===== src/rtl/mem_arbiter_pkg.sv =====
// mem_arbiter_pkg
//   Shared definitions for the MEM arbiter slice: the sequencing state
//   encoding and the MEM mode pin encoding.
package mem_arbiter_pkg;

  // Transaction sequencing states of the arbiter.
  typedef enum logic [1:0] {
    ST_IDLE  = 2'd0,
    ST_ISSUE = 2'd1,
    ST_WAIT  = 2'd2,
    ST_DONE  = 2'd3
  } arb_state_e;

  // MEM mode pin encoding.
  localparam logic MEM_MODE_READ  = 1'b0;
  localparam logic MEM_MODE_WRITE = 1'b1;

endpackage


===== src/rtl/mem_arbiter_rr_picker.sv =====
// mem_arbiter_rr_picker
//   Combinational round-robin winner selection. The search starts at
//   (ptr+1) mod NUM_REQ and wraps upward, so the last winner has the lowest
//   priority. With CPU_PRIORITY set, requester 0 wins whenever it requests.
// Ports:
//   req        in  NUM_REQ  request vector
//   ptr        in  IDX_W    index of the previous winner
//   grant      out NUM_REQ  one-hot winner (all zero when no request)
//   grant_idx  out IDX_W    index of the winner
module mem_arbiter_rr_picker #(
  parameter int NUM_REQ      = 3,
  parameter bit CPU_PRIORITY = 1'b0,
  localparam int IDX_W       = (NUM_REQ > 1) ? $clog2(NUM_REQ) : 1
) (
  input  logic [NUM_REQ-1:0] req,
  input  logic [IDX_W-1:0]   ptr,
  output logic [NUM_REQ-1:0] grant,
  output logic [IDX_W-1:0]   grant_idx
);

  logic             found;
  logic [IDX_W-1:0] cand;

  // Offsets 1..NUM_REQ visit every requester once, ending at ptr itself.
  always_comb begin
    grant     = '0;
    grant_idx = '0;
    found     = 1'b0;
    cand      = '0;
    if (CPU_PRIORITY && req[0]) begin
      grant[0]  = 1'b1;
      found     = 1'b1;
    end
    for (int off = 1; off <= NUM_REQ; off++) begin
      cand = IDX_W'((int'(ptr) + off) % NUM_REQ);
      if (!found && req[cand]) begin
        found       = 1'b1;
        grant[cand] = 1'b1;
        grant_idx   = cand;
      end
    end
  end

endmodule


===== src/rtl/mem_arbiter.sv =====
// mem_arbiter
//   Shares the single-port MEM block between NUM_REQ requesters with fair
//   round-robin arbitration and one transaction in flight at a time.
//   Sequence per transaction: IDLE (arbitrate + latch) -> ISSUE (enable one
//   cycle) -> WAIT (MEM_LATENCY cycles, capture read data) -> DONE (pulse).
//   Optional build macro MEM_ARBITER_CPU_PRIORITY_EN: requester 0 wins every
//   arbitration it takes part in; the pointer only follows non-zero winners.
// Ports:
//   clk, rst_n        clock, asynchronous active-low reset
//   req, req_we       per-requester level request and write flag
//   req_addr          packed addresses, requester i at [i*ADDR_WIDTH +: ADDR_WIDTH]
//   req_wdata         packed write data, requester i at [i*DATA_WIDTH +: DATA_WIDTH]
//   gnt               one-hot grant, ISSUE through DONE
//   done              one-hot single-cycle completion pulse
//   rdata             captured read data, held until the next read capture
//   mem_enable/mem_mode/mem_address/mem_wdata  to MEM
//   mem_rdata         from MEM
module mem_arbiter
  import mem_arbiter_pkg::*;
#(
  parameter int NUM_REQ     = 3,
  parameter int ADDR_WIDTH  = 16,
  parameter int DATA_WIDTH  = 8,
  parameter int MEM_LATENCY = 1
) (
  input  logic                          clk,
  input  logic                          rst_n,
  input  logic [NUM_REQ-1:0]            req,
  input  logic [NUM_REQ-1:0]            req_we,
  input  logic [NUM_REQ*ADDR_WIDTH-1:0] req_addr,
  input  logic [NUM_REQ*DATA_WIDTH-1:0] req_wdata,
  output logic [NUM_REQ-1:0]            gnt,
  output logic [NUM_REQ-1:0]            done,
  output logic [DATA_WIDTH-1:0]         rdata,
  output logic                          mem_enable,
  output logic                          mem_mode,
  output logic [ADDR_WIDTH-1:0]         mem_address,
  output logic [DATA_WIDTH-1:0]         mem_wdata,
  input  logic [DATA_WIDTH-1:0]         mem_rdata
);

  localparam int IDX_W = (NUM_REQ > 1) ? $clog2(NUM_REQ) : 1;
  localparam int CNT_W = (MEM_LATENCY > 1) ? $clog2(MEM_LATENCY) : 1;

`ifdef MEM_ARBITER_CPU_PRIORITY_EN
  localparam bit CPU_PRIO = 1'b1;
`else
  localparam bit CPU_PRIO = 1'b0;
`endif

  arb_state_e            state_q, state_d;
  logic [NUM_REQ-1:0]    gnt_q, gnt_d;
  logic [NUM_REQ-1:0]    done_q, done_d;
  logic                  en_q, en_d;
  logic                  mode_q, mode_d;
  logic [ADDR_WIDTH-1:0] addr_q, addr_d;
  logic [DATA_WIDTH-1:0] wdata_q, wdata_d;
  logic [DATA_WIDTH-1:0] rdata_q, rdata_d;
  logic [IDX_W-1:0]      ptr_q, ptr_d;
  logic [IDX_W-1:0]      win_q, win_d;
  logic [CNT_W-1:0]      cnt_q, cnt_d;

  logic [NUM_REQ-1:0]    pick_grant;
  logic [IDX_W-1:0]      pick_idx;

  logic [ADDR_WIDTH-1:0] addr_arr  [NUM_REQ];
  logic [DATA_WIDTH-1:0] wdata_arr [NUM_REQ];

  // Unpack the requester buses so the winner can be selected by index.
  for (genvar i = 0; i < NUM_REQ; i++) begin : g_unpack
    assign addr_arr[i]  = req_addr[i*ADDR_WIDTH +: ADDR_WIDTH];
    assign wdata_arr[i] = req_wdata[i*DATA_WIDTH +: DATA_WIDTH];
  end

  mem_arbiter_rr_picker #(
    .NUM_REQ      (NUM_REQ),
    .CPU_PRIORITY (CPU_PRIO)
  ) u_picker (
    .req       (req),
    .ptr       (ptr_q),
    .grant     (pick_grant),
    .grant_idx (pick_idx)
  );

  // Next-state logic. mem_enable and done are registered so they go high
  // exactly in the ISSUE and DONE cycles respectively.
  always_comb begin
    state_d = state_q;
    gnt_d   = gnt_q;
    done_d  = '0;
    en_d    = 1'b0;
    mode_d  = mode_q;
    addr_d  = addr_q;
    wdata_d = wdata_q;
    rdata_d = rdata_q;
    ptr_d   = ptr_q;
    win_d   = win_q;
    cnt_d   = cnt_q;
    case (state_q)
      ST_IDLE: begin
        if (|req) begin
          gnt_d   = pick_grant;
          win_d   = pick_idx;
          mode_d  = req_we[pick_idx] ? MEM_MODE_WRITE : MEM_MODE_READ;
          addr_d  = addr_arr[pick_idx];
          wdata_d = wdata_arr[pick_idx];
          en_d    = 1'b1;
          state_d = ST_ISSUE;
        end
      end
      ST_ISSUE: begin
        cnt_d   = CNT_W'(MEM_LATENCY - 1);
        state_d = ST_WAIT;
      end
      ST_WAIT: begin
        if (cnt_q == '0) begin
          if (mode_q == MEM_MODE_READ) begin
            rdata_d = mem_rdata;
          end
          done_d  = gnt_q;
          state_d = ST_DONE;
        end else begin
          cnt_d = cnt_q - 1'b1;
        end
      end
      ST_DONE: begin
        gnt_d   = '0;
`ifdef MEM_ARBITER_CPU_PRIORITY_EN
        // Requester 0 sits outside the rotation, so it never moves the pointer.
        if (win_q != '0) begin
          ptr_d = win_q;
        end
`else
        ptr_d   = win_q;
`endif
        state_d = ST_IDLE;
      end
      default: begin
        state_d = ST_IDLE;
      end
    endcase
  end

  // State registers; reset abandons any in-flight access immediately.
  always_ff @(posedge clk or negedge rst_n) begin
    if (!rst_n) begin
      state_q <= ST_IDLE;
      gnt_q   <= '0;
      done_q  <= '0;
      en_q    <= 1'b0;
      mode_q  <= MEM_MODE_READ;
      addr_q  <= '0;
      wdata_q <= '0;
      rdata_q <= '0;
      ptr_q   <= IDX_W'(NUM_REQ - 1);
      win_q   <= '0;
      cnt_q   <= '0;
    end else begin
      state_q <= state_d;
      gnt_q   <= gnt_d;
      done_q  <= done_d;
      en_q    <= en_d;
      mode_q  <= mode_d;
      addr_q  <= addr_d;
      wdata_q <= wdata_d;
      rdata_q <= rdata_d;
      ptr_q   <= ptr_d;
      win_q   <= win_d;
      cnt_q   <= cnt_d;
    end
  end

  assign gnt         = gnt_q;
  assign done        = done_q;
  assign rdata       = rdata_q;
  assign mem_enable  = en_q;
  assign mem_mode    = mode_q;
  assign mem_address = addr_q;
  assign mem_wdata   = wdata_q;

endmodule

===== config.mk =====
export PLATFORM = sky130hd
export DESIGN_NAME = mem_arbiter
export DESIGN_NICKNAME = d
export VERILOG_FILES = /design/src/rtl/mem_arbiter_pkg.sv /design/src/rtl/mem_arbiter_rr_picker.sv /design/src/rtl/mem_arbiter.sv
export SDC_FILE = /design/constraint.sdc
export NUM_CORES = 1
export LEC_CHECK = 0
export ABC_CLOCK_PERIOD_IN_PS = 2050
export CAP_MARGIN = 25
export CORE_MARGIN = 2
export CORE_UTILIZATION = 38
export DETAILED_ROUTE_END_ITERATION = 8
export GPL_TIMING_DRIVEN = 0
export HOLD_SLACK_MARGIN = 0.08
export PLACE_DENSITY = 0.89
export SLEW_MARGIN = 25
export SYNTH_ARGS = -nofsm -noshare
export SYNTH_HDL_FRONTEND = slang
export SYNTH_SLANG_ARGS = --single-unit
export TNS_END_PERCENT = 20

===== constraint.sdc =====
create_clock -name clk -period 2.05 [get_ports clk]
set_clock_uncertainty 0.1 [all_clocks]
set_input_delay 0.5125 -clock clk [delete_from_list [all_inputs] [get_ports clk]]
set_output_delay 0.5125 -clock clk [all_outputs]
set_load 0.005 [all_outputs]

======== Yosys cells after proc, flatten, opt, wreduce, memory -nomap -nowiden ========
Index checks and enable logic that the tools add are counted.
word-level totals
  bits in registers ....................... 47
  word-level logic and storage cells ...... 91
  input bits .............................. 88
  output and inout port bits .............. 40
operators by class
  eq/ne operators ......................... 5
  bitwise logic cells ..................... 5
  div/mod/pow operators ................... 3
  $add $sub $neg .......................... 4
  mux-type cells .......................... 40
  $lt $le $gt $ge ......................... 8
  reductions and logical operators ........ 15
operator list
  kind                     count
  $mod A32 B3 Y32 const B  3
  $bmux W16 S2             1
  $mux W16                 2
  $mux W3                  6
  $bmux W8 S2              1
  $mux W8                  2
  $mux W1                  13
  $lt A2 B3 Y1 const B     4
  $mux W2                  5
  $bmux W1 S2              4
  $pmux W2 S4              1
  $add A2 B2 Y3 const B    2
  $demux W1 S2             3
  $ge A2 B1 Y1 const B     3
  $or A3 B3 Y3             2
  $pmux W3 S2              1
  $reduce_and A2 Y1        3
  $logic_and A1 B1 Y1      5
  $eq A2 B2 Y1 const B     2
  $ne A2 B2 Y1 const B     2
  $reduce_bool A2 Y1       2
  $add A2 B1 Y3 const B    1
  $ge A3 B3 Y1 const B     1
  $not A2 Y3               1
  other kinds (8)          10

======== Depth between registers and ports, before layout ========
Gate-level depths: netlist of the first run.
  word-level depth ........................ 15
  mapped depth ............................ 10
  gate-level depth less buffers ........... 7

======== Cells and area by module ========
Synthesis of the first run repeated with hierarchy kept, for this count alone.
second synthesis, totals
  cell total of the unflattened synthesis .. 232
  area total of the unflattened synthesis .. 2524.9 µm²
modules (own cells, without submodules)
  module                 area each (µm²)  seq. area each (µm²)  times used  cells an instance
  mem_arbiter            2244.7           1152.4                1           197
  mem_arbiter_rr_picker  280.3            0.0                   1           35

======== Worst setup path before layout of the first run ========
OpenSTA, ideal clock, no wires.
  path kind ............................... register to register
  start point ............................. register ptr_q[1]
  end point ............................... register addr_q[10], in the netlist mem_address[10]
  cell stages (with the launch flop) ...... 9
  path buffers ............................ 1
  clock period less this slack ............ 2.104 ns
  slack ................................... -0.054 ns
  data arrival time ....................... 1.874 ns
  library setup time ...................... 0.130 ns
  path through ............................ dfstp_2 > inv_1 > ha_1 > nand2b_2 > or2_1 > o2111a_4 > buf_6 > nor4_1 > o31ai_1
between the ends
  longest elaborated chain between the ends .. 15
ends and longest elaborated chain
  what                                            RTL line                     RTL
  start: declaration                              mem_arbiter.sv:59            logic [IDX_W-1:0] ptr_q, ptr_d;
  start signal: assignment                        mem_arbiter.sv:155           ptr_q <= IDX_W'(NUM_REQ - 1);
  start signal: assignment                        mem_arbiter.sv:167           ptr_q <= ptr_d;
  $add A2 B1 Y3                                   mem_arbiter_rr_picker.sv:35  cand = IDX_W'((int'(ptr) + off) % NUM_REQ);
  $mod A32 B3 Y32                                 mem_arbiter_rr_picker.sv:35
  $bmux W1 S2                                     mem_arbiter_rr_picker.sv:36  if (!found && req[cand]) begin
  $mux W1 (not written as such)                   mem_arbiter_rr_picker.sv:36
  $mux W1                                         mem_arbiter_rr_picker.sv:36
  $logic_not A1 Y1                                mem_arbiter_rr_picker.sv:36
  $logic_and A1 B1 Y1                             mem_arbiter_rr_picker.sv:36
  $mux W1                                         mem_arbiter_rr_picker.sv:36
  $logic_not A1 Y1                                mem_arbiter_rr_picker.sv:36
  $logic_and A1 B1 Y1                             mem_arbiter_rr_picker.sv:36
  $mux W2 *                                       mem_arbiter_rr_picker.sv:36
  $not A2 Y3 (not written as such) *              mem_arbiter.sv:105           addr_d = addr_arr[pick_idx];
  $bmux W16 S2 *                                  mem_arbiter.sv:105
  $mux W16 (not written as such) * (2 in series)  mem_arbiter.sv:105
  end signal: assignment                          mem_arbiter.sv:164           addr_q <= addr_d;
  end: declaration                                mem_arbiter.sv:56            logic [ADDR_WIDTH-1:0] addr_q, addr_d;
Every way passes the cells marked *; elsewhere a longest branch is shown, timed or not. The select of a mux whose other input is x is not followed.
A chain may end at the register's enable or synchronous reset.

======== Worst setup path after layout of the first run ========
  start point ............................. register ptr_q[1]
  end point ............................... register gnt_q[0], in the netlist gnt[0]
between the ends
  longest elaborated chain between the ends .. 13
ends and longest elaborated chain
  what                                                                         RTL line                                                  RTL
  $add A2 B1 Y3                                                                mem_arbiter_rr_picker.sv:35
  $mod A32 B3 Y32                                                              mem_arbiter_rr_picker.sv:35
  $lt A2 B3 Y1 (not written as such) (tied with other cells)                   mem_arbiter_rr_picker.sv:38                               grant[cand] = 1'b1;
  $logic_and A1 B1 Y1 (not written as such) / $mux W1 (equally long branches)  mem_arbiter_rr_picker.sv:38, mem_arbiter_rr_picker.sv:36
  $mux W1, on equally long branches                                            mem_arbiter_rr_picker.sv:38, mem_arbiter_rr_picker.sv:36
  $demux W1 S2 / $logic_not A1 Y1 (equally long branches)                      -
  $mux W3 / $logic_and A1 B1 Y1 (equally long branches)                        mem_arbiter_rr_picker.sv:36
  $or A3 B3 Y3 (no source line) / $mux W1 (equally long branches)              -
  $mux W3 / $logic_not A1 Y1 (equally long branches)                           mem_arbiter_rr_picker.sv:36
  $or A3 B3 Y3 (no source line) / $logic_and A1 B1 Y1 (equally long branches)  -
  $mux W3 *                                                                    mem_arbiter_rr_picker.sv:36
  $mux W3 *                                                                    mem_arbiter.sv:101                                        if (|req) begin
  $pmux W3 S2 *                                                                mem_arbiter.sv:99                                         case (state_q)
  end signal: assignment                                                       mem_arbiter.sv:160                                        gnt_q <= gnt_d;
  end: declaration                                                             mem_arbiter.sv:52                                         logic [NUM_REQ-1:0] gnt_q, gnt_d;
Marked as above.

==> results.yml, run 1 <==
placement:
  io_buffers: 126
  dp_cells: 518
  dpl_worst_slack_ns: -0.622
  place.gp.congestion: 0.843
  placed_cell_area_mm2: 0.00441
  dp_hpwl_um: 6920
timing:
  holdWs_ns: 0.386
  tightestPinTransition_ns: 0.496
  fmax_mhz: 429
  fin_crit_ns: 2.33
  hold_viol_final: 0
  min_period_over_period_pct: 114
  slew_violations: 0
  rsz0062_at_grt: "yes"
  relSlewSlack_pct: 66.9
  finalSetupViolations: 29
  setup_ws_ns: -0.283
clock_network:
  cts_root_buf: "clkbuf_8"
  clock_sinks: 46
  htree_levels: 2
  cts_buffer_depth: 2
  numCtsBuffers: 5
  cts_tree: "built"
  worstSkewPairLatency_ns: 0.30
  cts.clk_slew.worst_paths_ns: 0.08
synth:
  ys_seq_area_share_pct: 40.9
  synth_seq_cells: 46
  synth_cell_types: 46
  netlist_instances: 291
  syn_avg_cell_area_um2: 9.68
  syn_nets: 387
  synth_top_area_cell: "dfrtp_1"
  ys_top_cells_by_area: "dfrtp_1 (40%), a211oi_1 (6.7%), o31ai_1 (6.7%)"
  syn_area_mm2: 0.00282
  yosysTopAreaCellShare_pct: 40.0
  yosysWarnings: 0
worst_setup_path:
  end_kind: "register"
  worst_ep_arrival_time_ns: 2.42
  crit_family: "flip-flops"
  path_buf_inv: 3
  cp_max_fo: 5
  critPathLaunch: "ptr_q[1]$_DFFE_PN1P_"
  crit_chain: "inv_2, ha_4, buf_8, buf_4, mux2i_1, mux2i_1, a31oi_1, a22oi_2, a22o_1"
  crit_cells: 9
  required_ns: 2.13
  cpPeakStageDelay_ns: 0.60
  ff2ff_path_depth: 9
  cp-start-kind: "register"
  reg2reg_from: "ptr_q[1]$_DFFE_PN1P_"
  cpMostUsedCell: "mux2i_1"
  crit_type: "register to register"
  slowest_stage: "dfstp_2"
status:
  outcome: "finished, violations left"
  violations: "setup timing"
global_routing:
  grt_pass1_vias: 3274
  antenna_found_initial: 0
  grt_max_degree: 29
  track_usage_pct: 25.3
  grt_pass1_wl_um: 16700
  overflow: 0
floorplan:
  rows: 31
  design.die.area_mm2: 0.00812
  ios: 128
  fp.coreArea_mm2: 0.00721
  start_util_pct: 39.1
  die_height_um: 90.1
  die_w_um: 90.1
layout:
  final.fill_count: 493
  drive_gt1_share_pct: 30.5
  seq_area_mm2: 0.00115
  diodes: 0
  fin_area_mm2: 0.00506
  final_util_pct: 70.1
  stdcell_count: 554
  nets: 550
  multi_input_area_mm2: 0.00182
  syn_to_final_growth_pct: 79.5
routing:
  vias: 3123
  wirelength_um: 10800
  antenna_left: 0
  drt_iter0_markers: 201
  drc: 0
  first_pass_iters: 4
  vias_per_cell: 5.64
  wire_per_inst_um: 19.4
min_path:
  min_from: "mem_address[14]$_DFFE_PN0P_"
  hold_path_class: "register to register"
  worstHoldPathCells: 2
power_and_ir_drop:
  ir_worst_vdd_mv: 0.807
  power_density_mw_per_mm2: 1650
  power_leakage_nw: 1.96
flow_run:
  maxCapViolations: 0
-- power breakdown --
group / switching (mW) / internal, mW / leakage (nW)
Sequential: 0.254 / 1.35 / 0.566
Clock: 0.306 / 0.272 / 0.0482
Combinational: 3.03 / 3.11 / 1.34
-- area by class of cell --
cell class / instances / area share [%]
tap: 99 / 2.45
timing repair buffer: 157 / 30.9
inverter: 10 / 0.841
clock buffer: 7 / 1.71
sequential: 46 / 22.8
multi-input combinational: 208 / 36.0
buffer: 26 / 5.20
clock inverter: 1 / 0.0990
-- repair_timing --
action                     in CTS  in global routing
hold buffers                    1                  0
buffers inserted               19                  7
gates cloned                    2                  0
setup endpoints to repair      27                 30
pin swaps                      13                 12
hold endpoints to repair       27                  0
gates resized for setup        46                 38
-- worst paths after layout --
check / to / slack (ns)
worst max-delay path: gnt[0]$_DFFE_PN0P_ / -0.28
worst min-delay path: mem_address[14]$_DFFE_PN0P_ / 0.39
worst max register to register: gnt[0]$_DFFE_PN0P_ / -0.28
worst min register to register: mem_address[14]$_DFFE_PN0P_ / 0.39
max in group asynchronous: ptr_q[1]$_DFFE_PN1P_ / 0.84
min in group asynchronous: mem_wdata[7]$_DFFE_PN0P_ / 0.59
-- flip-flops by register name (all words and copies together), names as in the netlist --
name,flops
done,3
gnt,3
mem_address,16
mem_enable,1
mem_mode,1
mem_wdata,8
ptr_q,2
rdata,8
state_q,2
win_q,2
-- synthesized netlist by cell type, drive strengths merged --
library cell  instances
nor2b                 2
nor4                 25
o32ai                 1
mux2                  9
or2                   2
a32oi                 1
a31oi                 1
nand2                36
nor3b                 1
a21oi                 2
o2111ai               3
and2                  4
a22oi                 3
nand2b                4
inv                  10
buf                  23
nor3                  1
nand3b                1
clkbuf                4
nand3                 3
o31ai                25
o32a                  1
o211ai                2
dfrtp                45
o22ai                 1
a22o                  2
nor2                  2
o2111a                1
and2b                 2
dfstp                 1
ha                    8
o21ai                37
mux2i                 3
a211oi               25
-- logic make-up (layout without fill, tap and decap cells) --
group,Yosys count,in the layout,share of synthesized area (%)
AO/OA/AOI/OAI,105,105,26.9
adder cells (fa/ha/maj),8,8,3.55
buffers and inverters,37,201,8.44
flip-flops,46,46,40.9
multiplexers,12,12,4.66
AND/OR/NAND/NOR,83,83,15.6
-- worst register-to-register path, delay by kind of cell, from the launching register on --
| kind | cells | cell delay, ns |
|---|---|---|
| adders and majority gates | 1 | 0.18 |
| buffers and inverters | 3 | 0.36 |
| muxes | 2 | 0.44 |
| DFF | 1 | 0.60 |
| AOI/OAI and AO/OA | 3 | 0.54 |
-- per-layer routing --
metal	wire [µm]	global-route usage, %
met1	4220	29.4
met2	5440	44.4
met3	743	5.70
met4	364	11.8
met5	0	0
-- cells in the final DEF (no fill, tap or decap), types with 9 or more instances in the layout --
cell,n
clkdlybuf4s50_1,124
dfrtp_1,45
nand2_1,35
buf_4,29
o31ai_1,24
o21ai_0,20
nor4_2,19
o21ai_1,14
a211oi_1,12
a211oi_2,12
buf_6,10
mux2_2,9
-- through the flow --
stage,power [mW],setup TNS [ns]
6_report,8.33,-4.98
5_1_grt,8.78,-7.44
4_1_cts,7.69,-3.32
3_5_place_dp,6.17,-14.71
3_3_place_gp,5.99,-55.07
2_1_floorplan,4.51,0
(Power assumes the default switching activity.)
==> run 2, diff against run 1 <==
--- a/config.mk
+++ b/config.mk
@@ -11,7 +11,6 @@
 export CORE_UTILIZATION = 38
 export DETAILED_ROUTE_END_ITERATION = 8
 export GPL_TIMING_DRIVEN = 0
-export HOLD_SLACK_MARGIN = 0.08
 export PLACE_DENSITY = 0.89
 export SLEW_MARGIN = 25
 export SYNTH_ARGS = -nofsm -noshare
==> run 2 against run 1 <==
Compared with the run above:
- power down 0.20%
- sequential share of layout area about the same
- final cell count down 0.18%
- die area unchanged
- critical path depth unchanged
- worst setup slack better by 0.026 ns
- largest power group unchanged
- global-route usage unchanged
- first-iteration DRC count down 10%
- sequential power about the same
- largest cell class is now multi-input gates
- the flow still finishes with violations (setup timing)
- via count down 0.22%
==> results.yml, run 2 (synthesis gave the netlist of run 1 again) <==
status:
  outcome: "finished, violations left"
  violations: "setup timing"
clock_network:
  clock_sinks: 46
  htree_levels: 2
  numCtsBuffers: 5
  worstSkewPairLatency_ns: 0.30
  cts_tree: "built"
  cts_root_buf: "clkbuf_8"
  cts_buffer_depth: 2
  holdBufCountCts: 0
  cts.clk_slew.worst_paths_ns: 0.09
timing:
  fmax_mhz: 433
  hold_viol_final: 0
  relSlewSlack_pct: 66.1
  min_period_over_period_pct: 113
  fin_crit_ns: 2.31
  setup_ws_ns: -0.257
  tightestPinTransition_ns: 0.508
  rsz0062_at_grt: "yes"
  finalSetupViolations: 29
  slew_violations: 0
worst_setup_path:
  end_kind: "register"
  slowest_stage: "dfstp_2"
  crit_chain: "inv_2, ha_4, buf_8, buf_4, mux2i_1, mux2i_1, a31oi_1, a22oi_2, a22o_1"
  cpPeakStageDelay_ns: 0.61
  cpMostUsedCell: "mux2i_1"
  cp_max_fo: 5
  path_buf_inv: 3
  crit_family: "flip-flops"
  cp-start-kind: "register"
  worst_ep_arrival_time_ns: 2.39
  crit_type: "register to register"
  required_ns: 2.13
floorplan:
  start_util_pct: 39.1
  fp.coreArea_mm2: 0.00721
  die_w_um: 90.1
  rows: 31
  design.die.area_mm2: 0.00812
  die_height_um: 90.1
  ios: 128
layout:
  stdcell_count: 553
  fin_area_mm2: 0.00505
  final_common_cell: "clkdlybuf4s50_1"
  final_cell_mix: "clkdlybuf4s50_1 (124), dfrtp_1 (45), nand2_1 (35)"
  syn_to_final_growth_pct: 79.1
  nets: 549
  final.fill_count: 494
  largest_register_ffs: 16
  diodes: 0
  drive_gt1_share_pct: 30.6
global_routing:
  grt_pass1_wl_um: 16700
  gr-usage-met1_pct: 29.4
  grt_pass1_vias: 3274
  use_met3_pct: 5.70
  globalRoute.busiestLayer: "met2"
  antenna_found_initial: 0
  track_usage_pct: 25.3
  grt_util_met2_pct: 44.4
  grt_max_degree: 29
  overflow: 0
routing:
  wire_per_inst_um: 19.4
  vias_per_cell: 5.63
  antenna_left: 0
  vias: 3116
  drt_iter0_markers: 180
  first_pass_iters: 4
  drc: 0
  wirelength_um: 10700
power_and_ir_drop:
  pwr-share-seq_pct: 19.3
  power_density_mw_per_mm2: 1650
  ir_worst_vdd_mv: 0.804
  swShare_pct: 43.0
  pwr-share-clk_pct: 7.0
  intPower_mw: 4.74
  power_leakage_nw: 1.95
  pwr-share-comb_pct: 73.7
  power_switching_mw: 3.58
placement:
  place.gp.congestion: 0.843
  dp_cells: 518
  dp_hpwl_um: 6920
  io_buffers: 126
  placed_cell_area_mm2: 0.00441
flow_run:
  maxCapViolations: 0
min_path:
  hold_path_class: "input pin to async pin"
==> run 2: layer usage <==
metal,share of wire [%],wire length (µm)
met1,39,4170
met2,50,5360
met3,7.0,748
met4,3.9,422
met5,0,0
==> run 2: timing repair <==
| item | in CTS | in global routing |
|---|---|---|
| gates cloned | 2 | 0 |
| endpoints found under the setup margin | 27 | 30 |
| gates resized for setup | 46 | 38 |
| hold endpoints to repair | 0 | 0 |
| buffers inserted | 19 | 7 |
| pin swaps | 13 | 12 |
==> run 2: power by group through the flow <==
stage               logic, mW  registers (mW)  clock network, mW
global placement         4.39            1.59                  0
CTS                      5.51            1.60              0.577
floorplan                2.90            1.61                  0
finish                   6.13            1.61              0.579
global route             6.52            1.65              0.612
detailed placement       4.56            1.61                  0
==> run 2: worst paths after layout <==
path                                             start                     endpoint  slack [ns]  cells past startpoint
max                               ptr_q[1]$_DFFE_PN1P_           gnt[0]$_DFFE_PN0P_       -0.26                      9
min                                              rst_n     mem_wdata[7]$_DFFE_PN0P_        0.05                      2
max reg2reg                       ptr_q[1]$_DFFE_PN1P_           gnt[0]$_DFFE_PN0P_       -0.26                      9
min reg2reg                mem_address[14]$_DFFE_PN0P_  mem_address[14]$_DFFE_PN0P_        0.39                      2
max in group asynchronous                        rst_n         ptr_q[1]$_DFFE_PN1P_        1.39                      3
min in group clk           mem_address[14]$_DFFE_PN0P_  mem_address[14]$_DFFE_PN0P_        0.39                      2
==> run 2: area by class of cell <==
cell class              count  area (µm²)  area share (%)
inverters                  10        42.5           0.843
clock inverters             1        5.00          0.0992
well taps                  99         124            2.45
clock buffers               7        86.3            1.71
multi-input cells         208        1820            36.1
flip-flops and latches     46        1150            22.8
plain buffers              26         263            5.21
repair buffers            156        1550            30.8
==> run 2: per-stage QoR <==
stage / hold slack (ns) / setup WS (ns) / power (mW) / TNS [ns] / utilization, %
2_1_floorplan: 0.117 / 0.00129 / 4.51 / 0 / -
3_3_place_gp: 0.364 / -0.925 / 5.99 / -55.07 / 60.6
3_5_place_dp: 0.368 / -0.622 / 6.17 / -14.71 / 61.2
4_1_cts: 0.0560 / -0.186 / 7.69 / -3.32 / 67.6
5_1_grt: 0.0640 / -0.365 / 8.78 / -7.44 / 70.0
6_report: 0.0530 / -0.257 / 8.31 / -5.06 / 70.0
==> run 2: worst register-to-register path, stage by stage, from the launching register on <==
cell     delay, ns
dfstp_2       0.61
inv_2         0.07
ha_4          0.18
buf_8         0.13
buf_4         0.16
mux2i_1       0.26
mux2i_1       0.19
a31oi_1       0.22
a22oi_2       0.09
a22o_1        0.19
